File: config.mk
export PLATFORM = sky130hd
export DESIGN_NAME = sdram_port_arbiter
export DESIGN_NICKNAME = d
export VERILOG_FILES = /design/src/rtl/sdram_arb_pkg.sv /design/src/rtl/sdram_arb_grant.sv /design/src/rtl/sdram_port_arbiter.sv
export SDC_FILE = /design/constraint.sdc
export NUM_CORES = 1
export LEC_CHECK = 0
export ABC_CLOCK_PERIOD_IN_PS = 2000
export CORE_ASPECT_RATIO = 2
export CORE_MARGIN = 1
export CORE_UTILIZATION = 30
export DETAILED_ROUTE_END_ITERATION = 6
export PLACE_DENSITY_LB_ADDON = 0.2
export RECOVER_POWER = 25
export SLEW_MARGIN = 15
export SYNTH_ARGS = -nofsm -noshare
export SYNTH_HDL_FRONTEND = slang
export SYNTH_SLANG_ARGS = --single-unit
File: constraint.sdc
create_clock -name clk -period 2 [get_ports clk]
set_clock_uncertainty 0.15 [all_clocks]
set_input_delay 0.4 -clock clk [delete_from_list [all_inputs] [get_ports clk]]
set_output_delay 0.4 -clock clk [all_outputs]
set_load 0.02 [all_outputs]
File: src/rtl/sdram_arb_pkg.sv
// Shared types and constants for the SDRAM port arbiter.
// Optional feature macro: SDRAM_ARB_ROUND_ROBIN_EN (rotating priority).
package sdram_arb_pkg;

    // Transaction sequencer states.
    typedef enum logic [2:0] {
        IDLE,
        ISSUE,
        WAIT,
        DONE,
        GAP
    } arb_state_t;

    // The strobe is held this many clocks before completion flags are trusted.
    // The controller needs them to see the edge and drop its ready flags.
    localparam int ISSUE_CYCLES  = 2;
    localparam int NPORTS_DEFAULT = 3;

    // Index width for a port number, never narrower than one bit.
    function automatic int idx_width(input int n);
        return (n > 1) ? $clog2(n) : 1;
    endfunction

    typedef logic [idx_width(NPORTS_DEFAULT)-1:0] port_idx_t;

endpackage

File: src/rtl/sdram_arb_grant.sv
// Combinational grant picker: scans the request vector starting at 'start',
// wrapping around, and returns the first requester as one-hot plus index.
// Fixed priority passes start=0; rotating priority passes last_grant+1.
module sdram_arb_grant
    import sdram_arb_pkg::*;
#(
    parameter int NPORTS = 3,
    parameter int IDX_W  = idx_width(NPORTS)
) (
    input  logic [NPORTS-1:0] req,
    input  logic [IDX_W-1:0]  start,
    output logic              any,
    output logic [NPORTS-1:0] gnt,
    output logic [IDX_W-1:0]  idx
);

    // First requester found on the wrapped scan wins.
    always_comb begin
        int pos;
        pos = 0;
        any = 1'b0;
        gnt = '0;
        idx = '0;
        for (int k = 0; k < NPORTS; k++) begin
            pos = (int'(start) + k) % NPORTS;
            if (!any && req[IDX_W'(pos)]) begin
                any               = 1'b1;
                gnt[IDX_W'(pos)]  = 1'b1;
                idx               = IDX_W'(pos);
            end
        end
    end

endmodule

File: src/rtl/sdram_port_arbiter.sv
// Shares one burst-4 SDRAM controller among NPORTS req/ack requesters.
// One transaction at a time: IDLE -> ISSUE -> WAIT -> DONE -> GAP -> IDLE.
// Strobes are levels; the controller acts on their rising edge, so a gap of
// low cycles is always left between transactions.
// Optional feature macro: SDRAM_ARB_ROUND_ROBIN_EN selects rotating priority;
// without it port 0 always has the highest priority.
module sdram_port_arbiter
    import sdram_arb_pkg::*;
#(
    parameter int NPORTS = 3,
    parameter int ADDR_W = 25
) (
    input  logic                     clk,
    input  logic                     nreset,
    input  logic [NPORTS-1:0]        p_req,
    input  logic [NPORTS-1:0]        p_we,
    input  logic [NPORTS*ADDR_W-1:0] p_addr,
    input  logic [NPORTS*16-1:0]     p_din,
    input  logic [NPORTS*2-1:0]      p_wtbt,
    output logic [NPORTS-1:0]        p_ack,
    output logic [63:0]              p_dout,
    output logic [ADDR_W-1:0]        sd_addr,
    output logic [15:0]              sd_din,
    output logic [1:0]               sd_wtbt,
    output logic                     sd_rd,
    output logic                     sd_we,
    input  logic [63:0]              sd_dout,
    input  logic                     sd_rdy1,
    input  logic                     sd_rdy4
);

    localparam int IDX_W = idx_width(NPORTS);
    localparam int CNT_W = $clog2(ISSUE_CYCLES + 1);

    arb_state_t        state;
    logic [CNT_W-1:0]  issue_cnt;
    logic [NPORTS-1:0] grant_oh;
    logic              is_wr;
    logic              done_now;

    logic [IDX_W-1:0]  search_start;
    logic              cand_any;
    logic [NPORTS-1:0] cand_oh;
    logic [IDX_W-1:0]  cand_idx;

    // Per-port views of the flattened request buses.
    logic [ADDR_W-1:0] addr_a [NPORTS];
    logic [15:0]       din_a  [NPORTS];
    logic [1:0]        wtbt_a [NPORTS];

    for (genvar i = 0; i < NPORTS; i++) begin : g_unpack
        assign addr_a[i] = p_addr[i*ADDR_W +: ADDR_W];
        assign din_a[i]  = p_din[i*16 +: 16];
        assign wtbt_a[i] = p_wtbt[i*2 +: 2];
    end

`ifdef SDRAM_ARB_ROUND_ROBIN_EN
    logic [IDX_W-1:0] grant_idx;
    logic [IDX_W-1:0] rr_last;

    // Remember the port served last; the next search begins just after it.
    always_ff @(posedge clk or negedge nreset) begin
        if (!nreset)
            rr_last <= '0;
        else if (state == DONE)
            rr_last <= grant_idx;
    end

    // Index of the granted port, needed only to advance the rotation.
    always_ff @(posedge clk or negedge nreset) begin
        if (!nreset)
            grant_idx <= '0;
        else if (state == IDLE && cand_any)
            grant_idx <= cand_idx;
    end

    assign search_start = (rr_last == IDX_W'(NPORTS - 1)) ? '0 : rr_last + 1'b1;
`else
    assign search_start = '0;
`endif

    sdram_arb_grant #(
        .NPORTS (NPORTS),
        .IDX_W  (IDX_W)
    ) u_grant (
        .req    (p_req),
        .start  (search_start),
        .any    (cand_any),
        .gnt    (cand_oh),
        .idx    (cand_idx)
    );

    // Reads finish on the fourth word, writes as soon as the first is taken.
    // A read cache hit keeps sd_rdy4 high, so it finishes on the first WAIT cycle.
    assign done_now = (state == WAIT) && (is_wr ? sd_rdy1 : sd_rdy4);

    // Transaction sequencer; every controller- and requester-facing output
    // is a register written here.
    always_ff @(posedge clk or negedge nreset) begin
        if (!nreset) begin
            state     <= IDLE;
            issue_cnt <= '0;
            grant_oh  <= '0;
            is_wr     <= 1'b0;
            sd_addr   <= '0;
            sd_din    <= '0;
            sd_wtbt   <= '0;
            sd_rd     <= 1'b0;
            sd_we     <= 1'b0;
            p_ack     <= '0;
            p_dout    <= '0;
        end else begin
            case (state)
                IDLE: begin
                    // The controller queues edges itself, so no ready gating here.
                    if (cand_any) begin
                        grant_oh  <= cand_oh;
                        is_wr     <= p_we[cand_idx];
                        sd_addr   <= addr_a[cand_idx];
                        sd_din    <= din_a[cand_idx];
                        sd_wtbt   <= wtbt_a[cand_idx];
                        sd_we     <= p_we[cand_idx];
                        sd_rd     <= ~p_we[cand_idx];
                        issue_cnt <= '0;
                        state     <= ISSUE;
                    end
                end
                ISSUE: begin
                    // Ready flags are stale until the controller has seen the edge.
                    if (issue_cnt == CNT_W'(ISSUE_CYCLES - 1))
                        state <= WAIT;
                    else
                        issue_cnt <= issue_cnt + 1'b1;
                end
                WAIT: begin
                    if (done_now) begin
                        if (!is_wr)
                            p_dout <= sd_dout;
                        p_ack <= grant_oh;
                        sd_rd <= 1'b0;
                        sd_we <= 1'b0;
                        state <= DONE;
                    end
                end
                DONE: begin
                    p_ack <= '0;
                    state <= GAP;
                end
                GAP: begin
                    // One more low cycle so the next rising edge is unambiguous.
                    state <= IDLE;
                end
                default: state <= IDLE;
            endcase
        end
    end

    a_ack_onehot: assert property (@(posedge clk) disable iff (!nreset) $onehot0(p_ack));
    a_one_strobe: assert property (@(posedge clk) disable iff (!nreset) !(sd_rd && sd_we));

endmodule
# Word-level counts from Yosys, hierarchy flattened

Cells that the tools add are included.

Input port bits: 203
Logic and storage cells: 69
Output and inout bits: 112
Flip-flop bits (word level): 121

Muxes and demuxes: 31
Reduce and logical (&&, ||, !) cells: 13
Equality and inequality tests: 8
$add $sub $neg: 1
Order comparisons: 2
Bitwise gates (word level): 3

Operator list:

| operator              | count |
|---|---|
| $bmux W25 S2          | 1 |
| $mux W25              | 2 |
| $bmux W16 S2          | 1 |
| $mux W16              | 2 |
| $mux W3               | 4 |
| $pmux W3 S4           | 1 |
| $reduce_and A3 Y1     | 4 |
| $mux W2               | 5 |
| $mux W1               | 9 |
| $ne A2 B2 Y1 const B  | 4 |
| $eq A3 B2 Y1 const B  | 2 |
| $pmux W3 S2           | 1 |
| $reduce_bool A2 Y1    | 3 |
| $bmux W2 S2           | 1 |
| $pmux W1 S2           | 2 |
| $pmux W2 S2           | 1 |
| $reduce_and A2 Y1     | 2 |
| $eq A3 B1 Y1 const B  | 1 |
| $ge A3 B3 Y1 const B  | 1 |
| $logic_not A3 Y1      | 1 |
| $lt A2 B3 Y1 const B  | 1 |
| $not A2 Y3            | 1 |
| $add A2 B1 Y2 const B | 1 |
| $bmux W1 S2           | 1 |
| other kinds (4)       | 6 |

# Depth between registers and ports, before layout

Gate-level depths: netlist of the first run.

Depth after elaboration: 9
Mapped depth: 6
Gate-level depth less buffers: 5

# By module

Synthesis of the first run repeated with hierarchy kept, for this count alone.

Cells, all modules: 534
Area total of the unflattened synthesis: 6077.1 µm²

By module, submodules not included:

| module             | times used | seq. area each (µm²) | cells an instance | area an instance (µm²) |
|---|---|---|---|---|
| sdram_port_arbiter | 1          | 3027.9               | 480               | 5701.7 |
| sdram_arb_grant    | 1          | 0.0                  | 54                | 375.4 |

# Least setup slack after synthesis of the first run

No wires, ideal clock.

Path kind: flip-flop to flip-flop
Start point: register state[2]
End point: register sd_addr[0]
Arrival time: 1450 ps
Period minus slack after synthesis: 1726 ps
Slack: 274 ps
Setup time: 125 ps
Cell stages (with the launch flop): 6
Buffers on the path: 2
Required time: 1725 ps
Cells stage by stage: dfrtp_1 nor3_4 o21a_4 buf_12 buf_12 mux2_4

Longest elaborated chain between the ends: 2

Ends and longest elaborated chain:

| element                     | line                      | text |
|---|---|---|
| start: declaration          | sdram_port_arbiter.sv:35  | `arb_state_t state;` |
| start signal: assignment    | sdram_port_arbiter.sv:101 | `state <= IDLE;` |
| start signal: assignment    | sdram_port_arbiter.sv:125 | `state <= ISSUE;` |
| start signal: assignment    | sdram_port_arbiter.sv:131 | `state <= WAIT;` |
| $logic_not A3 Y1            | sdram_port_arbiter.sv:113 | `case (state)` |
| $reduce_and A2 Y1 (no line) | n/a                       |  |
| end signal: assignment      | sdram_port_arbiter.sv:119 | `sd_addr <= addr_a[cand_idx];` |
| end: declaration            | sdram_port_arbiter.sv:22  | `output logic [ADDR_W-1:0] sd_addr,` |

No other way between the ends.
A chain may end at the register's enable or synchronous reset.

# Worst setup path in the final report of the first run

Start point: register p_dout[0]
End point: output p_dout[0]

RTL lines:

| element                  | line                      | text |
|---|---|---|
| start: declaration       | sdram_port_arbiter.sv:21  | `output logic [63:0] p_dout,` |
| start signal: assignment | sdram_port_arbiter.sv:138 | `p_dout <= sd_dout;` |

No word-level cell between the ends.

==> flow_metrics.tcl, run 1 <==
set metrics [dict create \
    cp.arrival_ns 1.41 \
    critical_path.reg2reg.startpoint "state[2]" \
    setup_viol 0 \
    dp_hpwl_um 11450 \
    slowest_delay_ns 0.64 \
    max_freq_mhz 511.1 \
    vias 3822 \
    drive_gt1_share_pct 33.33 \
    syn_area_per_cell_um2 17.41 \
    die_w_um 99.87 \
    multiInputGateArea_mm2 0.002509 \
    dieArea_mm2 0.01975 \
    cts_setup_buffers 0 \
    slew_violations 0 \
    dpl_cell_area_mm2 0.008781 \
    clk_latency_ns 0.41 \
    core_area_mm2 0.01874 \
    fill_cells 1651 \
    synth_cell_types 31 \
    path_class "reg2out" \
    port_buffers 268 \
    final_cell_area_mm2 0.009385 \
    final_nets 828 \
    ys_seq_area_share_pct 51.82 \
    end_kind "output pin" \
    final_common_cell "clkdlybuf4s50_1" \
    layout_min_cycle_time_ns 1.957 \
    overflow 0 \
    status "finished, final reports clean" \
    worstMarginPinSlew_ns 0.7907 \
    cap_violations 0 \
    grt_pass1_wl_um 23430 \
    die_y_um 197.7 \
    cts-root-buf "clkbuf_16" \
    io_pins 315 \
    cp.required_ns 1.45 \
    cp_max_fo 2 \
    synth_fp_nets 534 \
    place.gp.congestion 0.7200 \
    clockBufferDepth 2 \
    drt_iter0_markers 39 \
    clock-sinks 119 \
    p_total_w 0.01474 \
    via_per_inst 4.290 \
    antenna_found_initial 2 \
    post-route-period-util_pct 97.83 \
    syn-cell-area_mm2 0.005747 \
    cts_buffers 17 \
    leakage_nw 4.415 \
    hold_class "reg2reg" \
    hold_violations 0 \
    crit_path_cell_trace "clkdlybuf4s50_1" \
    drt_wl_total_um 14950 \
    worstHoldStart "p_dout[13]" \
    relSlewSlack_pct 47.29 \
    grt_pass1_vias 4455 \
    startpoint "p_dout[0]" \
    critPathTopFamily "buffers and inverters" \
    synth-edff-count 0 \
    grt_max_degree 48 \
    diodes 0 \
    ir_drop_uv 663.1 \
    rows 71 \
    syn2layout_area_growth_pct 63.31 \
    cts_tree "yes" \
    final_util_pct 50.07 \
    async_flop_share_pct 100.0 \
    htree_levels 4 \
    layout_common_cells "255 x clkdlybuf4s50_1, 138 x mux2_4, 119 x dfrtp_1" \
    path_buf_inv 1 \
    seqCellArea_mm2 0.002978 \
    crit_slowest_cell "clkdlybuf4s50_1" \
    grt_usage_pct 15.85 \
    drcViolationCount 0 \
    yosys_warnings 0 \
    synthesis.instances 330 \
    ant_nets 0 \
    yosys_register_bits 119 \
    cts.clk_slew.worst_paths_ns 0.05 \
    wl_per_cell_um 16.78 \
    initial_core_util_pct 30.66 \
    synth-main-ff-cell "dfrtp_1" \
    power.density_mw_per_mm2 1571 \
    start_kind "flop" \
    drt_pass1_iterations 4 \
    rsz0062_at_grt "false" \
]
synth_stat cells, drive strengths merged (2+ instances only):
cell type | number | share of area, %
a21oi | 3 | 0.26
a22o | 2 | 0.30
and3b | 2 | 0.30
buf | 18 | 4.4
dfrtp | 119 | 52
inv | 4 | 0.26
mux2 | 151 | 39
mux2i | 4 | 0.70
nand2 | 7 | 0.46
nor2 | 2 | 0.17
o21ai | 4 | 0.35
repair_timing:
item	in CTS	in global routing
resized for setup	1	11
hold buffers	1	0
endpoints found under the setup margin	1	11
endpoints found under the hold margin	26	0
cloned	0	0
path summary, 6_finish.rpt:
kind	to	slack, ns	depth (start not counted)
max reg2reg	p_dout[34]	0.22	5
max in group asynchronous	p_dout[26]	0.32	3
min	p_dout[13]	0.35	1
max	p_dout[0]	0.04	1
min reg2reg	p_dout[13]	0.35	1
min in group asynchronous	sd_addr[2]	0.47	2
registers in the layout, summed over array words and instances, names as in the netlist:
signal     count
is_wr          1
sd_wtbt        2
sd_addr       25
sd_rd          1
state          3
grant_oh       2
p_ack          2
sd_din        16
p_dout        64
sd_we          1
issue_cnt      2
through the flow:
stage / hold slack, ns / setup TNS [ns] / std cells / worst slack [ns]
after floorplan: -0.04559 / 0 / 330 / 0.2745
final: 0.3491 / 0 / 891 / 0.04338
after detailed placement: 0.2230 / -11.34 / 859 / -0.2588
after global placement: 0.2165 / -9.700 / 859 / -0.2193
after CTS: 0.3165 / 0 / 891 / 0.008981
after global routing: 0.3652 / 0 / 891 / 0.0002965
logic make-up (layout without fill, tap and decap cells):
logic type	Yosys count	in the layout	share of synthesized area (%)
compound gates	13	13	1.568
fa+ha+maj	1	1	0.2177
buf+inv	22	328	4.659
flops	119	119	51.82
mux	155	155	39.30
other cells	1	1	0.06525
simple gates	19	19	2.374
metal layers:
layer	routed length (um)	GRT usage [%]	up-vias
li1	-	-	1756
met1	5110	15.02	1843
met2	8212	29.20	190
met3	1192	6.177	29
met4	408	7.571	4
met5	24	0	-
final cells by class:
class                   instances  share of cell area, %
clock buffers                  21                  4.906
clock inverters                10                  1.360
inverters                       4                 0.1600
multi-input cells             189                  26.73
flip-flops and latches        119                  31.73
well taps                     255                  3.400
repair buffers                293                  31.72
power by group:
group	switching (W)	internal (W)	leakage [nW]	total, W
clock	0.00106	0.00200	0.292	0.00307
combinational	0.00300	0.00426	2.65	0.00726
sequential	0.000762	0.00365	1.47	0.00441
Note: power is estimated with default switching activity, not from simulation.
==> run 2, diff against run 1 <==
Settings changed: CORE_ASPECT_RATIO 2 to 0.6, HOLD_SLACK_MARGIN set to 0.06, MAX_ROUTING_LAYER set to met4.
==> run 2 against run 1 <==
Wire length fell by 1.1%. First-iteration DRC count rose to 2.8 times the previous value. Register-to-register slack got worse by 0.07 ns. Sequential share of layout area rose by 0.49 points. Combinational power barely moved. Core utilization rose by 0.17 points. Total power fell by 1.8%. Critical path depth did not move. Largest cell class unchanged.
==> flow_metrics.tcl, run 2 (synthesized netlist as in run 1, its figures left out) <==
set metrics [dict create \
    cp.required_ns 1.45 \
    status "finished, final reports clean" \
    power.density_mw_per_mm2 1566 \
    core_area_mm2 0.01840 \
    io_pins 315 \
    clockBufferDepth 2 \
    syn2layout_area_growth_pct 60.85 \
    wl_per_cell_um 16.93 \
    cts_buffers 17 \
    overflow 0 \
    die_w_um 180.7 \
    cts_tree "yes" \
    worstMarginPinSlew_ns 0.8932 \
    drcViolationCount 0 \
    cts-root-buf "clkbuf_16" \
    rsz0062_at_grt "false" \
    grt_pass1_vias 4127 \
    leakage_nw 4.265 \
    stdcell_count 873 \
    dieArea_mm2 0.01973 \
    path_class "reg2out" \
    drt_iter0_markers 111 \
    drive_gt1_share_pct 32.70 \
    dp_hpwl_um 10960 \
    hold_class "in2async" \
    holdWs_ns 0.1728 \
    fill_cells 1572 \
    max_freq_mhz 510.5 \
    grt_usage_pct 16.00 \
    cts.clk_slew.worst_paths_ns 0.06 \
    post-route-period-util_pct 97.94 \
    cp_max_fo 2 \
    final_cell_area_mm2 0.009244 \
    drt_wl_total_um 14780 \
    via_per_inst 4.339 \
    htree_levels 4 \
    ant_nets 0 \
    antenna_found_initial 0 \
    slowest_delay_ns 0.64 \
    cp.arrival_ns 1.41 \
    grt_max_degree 64 \
    end_kind "output pin" \
    vias 3788 \
    clk_latency_ns 0.40 \
    largest_reg_flops 64 \
    crit_slowest_cell "clkdlybuf4s50_1" \
    ir_drop_uv 863.6 \
    die_y_um 109.2 \
    final_common_cell "clkdlybuf4s50_1" \
    diodes 0 \
    port_buffers 268 \
    cts_setup_buffers 0 \
    layout_common_cells "263 x clkdlybuf4s50_1, 138 x mux2_4, 119 x dfrtp_1" \
    layout_min_cycle_time_ns 1.959 \
    drt_pass1_iterations 4 \
    relSlewSlack_pct 40.46 \
    dpl_cell_area_mm2 0.008715 \
    setup_viol 0 \
    final_nets 825 \
    top_register "p_dout" \
    hold_violations 0 \
    path_buf_inv 1 \
    reg_top3 "p_dout: 64 flops, sd_addr: 25 flops, sd_din: 16 flops" \
    slew_violations 0 \
    rows 38 \
    grt_pass1_wl_um 23270 \
    dp.cells 841 \
    place.gp.congestion 0.7310 \
    cap_violations 0 \
    final_util_pct 50.24 \
    start_kind "flop" \
    clock-sinks 119 \
    crit_path_cell_trace "clkdlybuf4s50_1" \
    critPathTopFamily "buffers and inverters" \
    initial_core_util_pct 31.23 \
]
## run 2: timing repair
item	CTS	global route
setup endpoints to repair	1	3
hold endpoints to repair	119	0
pin swaps	0	0
hold buffers	1	0
resized for setup	1	3
cloned	0	0
## run 2: cell type report
cell class,count,area (um2),share of cell area [%]
Tap cell,240,300.3,3.249
Clock buffer,22,464.2,5.022
Timing Repair Buffer,290,2900,31.38
Inverter,4,15.01,0.1624
Clock inverter,9,77.57,0.8392
Sequential cell,119,2978,32.21
Multi-Input combinational cell,189,2509,27.14
## run 2: through the flow
| stage | setup slack, ns | TNS, ns | power, W |
|---|---|---|---|
| 2_1_floorplan | 0.2745 | 0 | 0.008524 |
| 3_3_place_gp | -0.1877 | -10.75 | 0.01163 |
| 3_5_place_dp | -0.2072 | -12.46 | 0.01173 |
| 4_1_cts | 0.008658 | 0 | 0.01467 |
| 5_1_grt | 0.001903 | 0 | 0.01520 |
| 6_report | 0.04116 | 0 | 0.01447 |
## run 2: per-layer routing
metal	GRT usage, %	share of wire [%]	up-vias
met5	-	0	-
met4	5.006	0.99	0
met3	4.843	6.2	11
met2	23.52	44	146
met1	21.07	48	1876
li1	-	-	1755
## run 2: power breakdown
part           switching [W]  leakage [nW]  internal [W]
logic                0.00302          2.53       0.00423
registers           0.000759          1.47       0.00365
clock network        0.00105         0.262       0.00175
## run 2: final timing paths
check / slack, ns / to / cells past startpoint / from
max: 0.04 / p_dout[9] / 1 / p_dout[9]
min: 0.17 / sd_addr[22] / 2 / nreset
max reg2reg: 0.15 / sd_addr[7] / 4 / state[2]
min reg2reg: 0.34 / sd_we / 1 / sd_we
max in group asynchronous: 0.38 / sd_din[12] / 3 / nreset
min in group clk: 0.34 / sd_we / 1 / sd_we
